### config.mk
export PLATFORM = sky130hd
export DESIGN_NAME = contador_bcd_cascata
export DESIGN_NICKNAME = d
export VERILOG_FILES = /design/src/rtl/contador_bcd_cascata_pkg.sv /design/src/rtl/contador_bcd_cascata_digito.sv /design/src/rtl/contador_bcd_cascata.sv
export SDC_FILE = /design/constraint.sdc
export NUM_CORES = 1
export LEC_CHECK = 0
export CAP_MARGIN = 20
export CORE_AREA = 2 2 63 65
export DETAILED_ROUTE_END_ITERATION = 6
export DIE_AREA = 0 0 65 67
export HOLD_SLACK_MARGIN = 0.06
export PLACE_DENSITY_LB_ADDON = 0.25
export SYNTH_ARGS = -nofsm -noshare
export SYNTH_HDL_FRONTEND = slang
export SYNTH_SLANG_ARGS = --single-unit
### constraint.sdc
create_clock -name novo_clock -period 1.8 [get_ports novo_clock]
set_input_delay 0.27 -clock novo_clock [delete_from_list [all_inputs] [get_ports novo_clock]]
set_output_delay 0.27 -clock novo_clock [all_outputs]
set_load 0.02 [all_outputs]
### src/rtl/contador_bcd_cascata_pkg.sv
// Shared types and constants for the cascaded BCD counter.
// FIM is only reachable when CONTADOR_SATURA_EN is defined.
package contador_bcd_cascata_pkg;

  typedef enum logic [1:0] {
    PARADO   = 2'd0,
    CONTANDO = 2'd1,
    FIM      = 2'd2
  } estado_e;

  localparam logic [3:0] BCD_MAX = 4'd9;
  localparam logic [3:0] BCD_MIN = 4'd0;

  function automatic logic [3:0] bcd_sat(input logic [3:0] d);
    return (d > BCD_MAX) ? BCD_MAX : d;
  endfunction

endpackage

### src/rtl/contador_bcd_cascata_digito.sv
// One BCD decade with ripple carry/borrow out.
// Parallel load has priority over stepping.
module digito_bcd
  import contador_bcd_cascata_pkg::*;
(
  input  logic       novo_clock,
  input  logic       reset,
  input  logic       en_i,
  input  logic       up_down_i,
  input  logic       load_i,
  input  logic [3:0] load_digit_i,
  output logic [3:0] digit_o,
  output logic       cout_o
);

  logic [3:0] digit_q, digit_d;

  always_comb begin
    digit_d = digit_q;
    if (load_i) begin
      digit_d = load_digit_i;
    end else if (en_i) begin
      if (up_down_i)
        digit_d = (digit_q == BCD_MAX) ? BCD_MIN : digit_q + 4'd1;
      else
        digit_d = (digit_q == BCD_MIN) ? BCD_MAX : digit_q - 4'd1;
    end
  end

  always_ff @(posedge novo_clock or posedge reset) begin
    if (reset) digit_q <= BCD_MIN;
    else       digit_q <= digit_d;
  end

  assign digit_o = digit_q;
  assign cout_o  = en_i & (up_down_i ? (digit_q == BCD_MAX)
                                     : (digit_q == BCD_MIN));

endmodule

### src/rtl/contador_bcd_cascata.sv
// N-digit BCD up/down counter with start/stop FSM and flags.
// Define CONTADOR_SATURA_EN to saturate into FIM instead of wrapping.
module contador_bcd_cascata
  import contador_bcd_cascata_pkg::*;
#(
  parameter int N_DIGITS = 4
) (
  input  logic                  novo_clock,
  input  logic                  reset,
  input  logic                  start,
  input  logic                  stop,
  input  logic                  up_down,
  input  logic                  load,
  input  logic [4*N_DIGITS-1:0] load_value,
  output logic [4*N_DIGITS-1:0] count,
  output logic                  running,
  output logic                  tc,
  output logic                  overflow
);

  estado_e state_q, state_d;
  logic    overflow_q, overflow_d;
  logic    step;
  logic    all_term;

  logic [N_DIGITS:0]   carry;
  logic [N_DIGITS-1:0] term;

  assign carry[0] = step;

  for (genvar i = 0; i < N_DIGITS; i++) begin : g_dig
    digito_bcd u_dig (
      .novo_clock  (novo_clock),
      .reset       (reset),
      .en_i        (carry[i]),
      .up_down_i   (up_down),
      .load_i      (load),
      .load_digit_i(bcd_sat(load_value[4*i +: 4])),
      .digit_o     (count[4*i +: 4]),
      .cout_o      (carry[i+1])
    );
    assign term[i] = up_down ? (count[4*i +: 4] == BCD_MAX)
                             : (count[4*i +: 4] == BCD_MIN);
  end

  assign all_term = &term;

  always_comb begin
    state_d    = state_q;
    overflow_d = overflow_q;
    step       = 1'b0;
    if (load) begin
      state_d    = PARADO;
      overflow_d = 1'b0;
    end else if (stop) begin
      state_d = PARADO;
    end else if (start && state_q != CONTANDO) begin
      state_d = CONTANDO;
    end else if (state_q == CONTANDO) begin
`ifdef CONTADOR_SATURA_EN
      if (all_term) begin
        state_d    = FIM;
        overflow_d = 1'b1;
      end else begin
        step = 1'b1;
      end
`else
      step = 1'b1;
      // carry out of the top decade means the whole chain wrapped
      if (carry[N_DIGITS]) overflow_d = 1'b1;
`endif
    end
  end

  always_ff @(posedge novo_clock or posedge reset) begin
    if (reset) begin
      state_q    <= PARADO;
      overflow_q <= 1'b0;
    end else begin
      state_q    <= state_d;
      overflow_q <= overflow_d;
    end
  end

  assign running  = (state_q == CONTANDO);
  assign tc       = running & all_term;
  assign overflow = overflow_q;

endmodule

==> results by group, run 1 <==
Floorplanning
  • Std-Cell Rows: 22
  • DIE WIDTH: 65 um
  • Io pins: 41
  • Initial Util: 44.5%
  • Core Region: 3610 um^2
  • Die H: 67 um
  • Die outline area: roughly 4400 um^2

GRT
  • Largest net degree at the start of global routing: 20
  • Initial antenna violation count: 0
  • Remaining Overflow, GRT: 0
  • First-pass GRT wire length: 7180 um
  • Total GRT Usage: a little over a fifth
  • Vias in the first global route: about 1600

Timing
  • Fin crit period: 1970 ps
  • Setup-failing EPs final: 1
  • Final Hold Fails: 0
  • Max Clk Rate: 507 MHz
  • Pins Over Slew Limit: 0
  • Final Skew: 1.84 ps
  • RSZ-0062 raised after global routing: yes
  • Slew margin rel.: between 70% and 80%
  • Worst setup margin: -173 ps
  • Worst-Margin Slew: 352 ps
  • Fin Hold WS: about 280 ps
  • Fin crit share: 110%

Routing
  • Vias: 1721
  • Antenna viol nets, final: 0
  • Remaining DRCs: 0
  • Average wire per standard cell: 13.3 um
  • First drt pass iteration count: 6
  • Via/cell ratio: about 5.5
  • DRT Wirelength: 4170 um
  • First DRT Iteration DRCs: 89

Outcome
  • Violated checks: setup timing
  • Run status: finished with violations

Worst setup path
  • Worst setup path start: g_dig[3].u_dig.digit_o[3]
  • RR Startpoint: g_dig[0].u_dig.digit_o[3]
  • Max incr delay on CP: 390 ps
  • Worst EP required: roughly 1500 ps
  • Startpoint types: register
  • Worst-path cell chain: or3_1 > a211oi_2 > nor2b_2 > and3_4 > buf_6
  • Crit path arrival time: about 1700 ps
  • Worst setup path category: register to output port
  • CP Max Fanout: 2
  • Slowest CP cell: dfrtp_1
  • CP endpoint kind: output port

Logic synthesis
  • Cell taking the most area after synthesis: dfrtp_1
  • Yosys warning count: 0
  • Seq/Total Area, Yosys: 28.1%
  • Area share of fa/ha/maj cells after synthesis: 0%
  • Syn Inst Count: 208
  • Post-synth top area share: roughly 28%
  • Post-Syn Nets: 230
  • Top cells by area, synth: dfrtp_1 28%, o21ai_0 5.3%, nand2_1 3.7%
  • Post-synth ARST share: 100%
  • Syn_area_per_cell: 7.72 um^2
  • Synthesized area: 1610 um^2
  • Dominant synthesized flop cell: dfrtp_1
  • Synthesized flop and latch total: 18
  • Largest family of logic cells by synthesized area: compound AO/OA/AOI/OAI gates
  • Distinct cells, synth: 54
  • EDFF count, synth: 0
  • Simple-gate share of the synthesized area: between 20% and 30%
  • Xor-xnor portion of the synthesized cell area: 4.91%
  • Synth Area in Compound Gates: approximately 30%
  • Post-synthesis mux area share: 3.27%

Clock tree
  • Clock slew seen by the registers of the worst setup and hold paths: 70 ps
  • Num Clock Sinks: 18
  • CTS Hold Buffers Added: 0
  • Cts bufs inserted: 3
  • Worst-skew pair later-pin latency: 260 ps
  • Max clock buf depth: 2
  • Clock Tree Root: clkbuf_8
  • Htree depth: 1
  • TritonCTS clock tree: yes

Finish
  • Utilization after layout: 64.4%
  • Filler Cells Inserted: 336
  • Layout cells sized above 1: 20.4%
  • Area of the multi-input gates: 1030 um^2
  • Nets: ~290
  • FF+latch area: 452 um^2
  • Area Overhead vs Synth: 44.6%
  • Most frequent cells in the layout: 36 x clkdlybuf4s50_1, 36 x buf_4, 17 x o21ai_0, 17 x dfrtp_1, 16 x nand2_1
  • Ant diodes: 0

Placed design
  • Final GP Congestion: ~0.83
  • Port Buffers: 40
  • Final HPWL DP: roughly 3200 um
  • DP Worst Slack: -714 ps

Pwr
  • PwrDens: 632 nW/um^2
  • Final Total Pwr: around 1.5 mW
  • Static leakage: 0.959 nW
  • Max IR drop VDD: 0.417 mV

Hold path
  • Hold Path Class: input pin to asynchronous set/reset pin

Flow run
  • Max-Cap Viols: 0
cells in the mapped netlist, drive strengths merged (4+ instances only):
| cell type | n |
|---|---|
| o21a | 4 |
| nor2b | 6 |
| nor2 | 12 |
| o21ai | 19 |
| a31oi | 4 |
| xnor2 | 6 |
| a21oi | 9 |
| nand3 | 6 |
| inv | 8 |
| buf | 10 |
| clkbuf | 14 |
| a211oi | 5 |
| and3 | 6 |
| dfrtp | 18 |
| nand2 | 16 |
| nor3 | 10 |
cells by family after synthesis:
family,Yosys count
xor gates and xnor gates,9
muxes,5
buffers and inverters,33
AOI/OAI and AO/OA,71
DFF,18
and+or+nand+nor,72
through the flow:
step / cells / cell area [um^2] / TNS [ps]
2_1_floorplan: 208 / 1630 / 0
4_1_cts: 313 / 2300 / -181
3_5_place_dp: 309 / 2240 / -5510
3_3_place_gp: 309 / 2240 / -4870
5_1_grt: 313 / 2320 / -365
6_report: 313 / 2320 / -173
what timing repair did:
| action | in CTS | in global routing |
|---|---|---|
| endpoints found under the hold margin | 0 | 0 |
| setup buffers | 0 | 0 |
| gates resized for setup | 9 | 4 |
| pin swaps | 1 | 0 |
| endpoints found under the setup margin | 10 | 5 |
where the power goes:
group	switching [mW]	internal (mW)
logic	0.321	0.324
clock network	0.142	0.195
registers	0.0379	0.448
metal layers:
| metal | up-vias | routed length [um] | global-route usage, % |
|---|---|---|---|
| li1 | 879 | - | - |
| met1 | 781 | 1990 | 27.5 |
| met2 | 59 | 1930 | 35.8 |
| met3 | 2 | 234 | 3.89 |
| met4 | 0 | 21 | 3.72 |
| met5 | - | 0 | 0 |
sequential cells by signal, summed over array words and instances (netlist names):
| register | flops |
|---|---|
| g_dig.u_dig.digit_o | 16 |
| overflow | 1 |
| state_q | 1 |
worst max-delay path: cells and delay by family (launching register included):
| kind | cells | cell delay, ps |
|---|---|---|
| buffers and inverters | 1 | 110 |
| DFF | 1 | 390 |
| and+or+nand+nor | 3 | 740 |
| AOI/OAI and AO/OA | 1 | 200 |
path summary, 6_finish.rpt:
check | to | slack (ps) | depth (start not counted)
worst max-delay path | tc | -170 | 5
worst min-delay path | g_dig[3].u_dig.digit_o[3] | 280 | 2
worst max register to register | g_dig[2].u_dig.digit_o[1] | 100 | 6
min in group novo_clock | overflow | 520 | 1
max in group asynchronous | g_dig[1].u_dig.digit_o[3] | 1050 | 3
worst min register to register | overflow | 520 | 1
layout make-up:
cell class              instances  share of cell area (%)
repair buffers                 77                    29.6
clock buffers                   4                    2.37
multi-input cells             157                    44.5
flip-flops and latches         18                    19.5
well taps                      48                    2.59
inverters                       9                    1.46
(Power assumes the default switching activity.)
==> run 2, diff against run 1 <==
--- a/config.mk
+++ b/config.mk
@@ -9,6 +9,7 @@
 export CORE_AREA = 2 2 63 65
 export DETAILED_ROUTE_END_ITERATION = 6
 export DIE_AREA = 0 0 65 67
+export GPL_ROUTABILITY_DRIVEN = 0
 export HOLD_SLACK_MARGIN = 0.06
 export PLACE_DENSITY_LB_ADDON = 0.25
 export SYNTH_ARGS = -nofsm -noshare
==> results of run 2 <==
No change in the layout: final DEF, timing and power equal those of run 1.
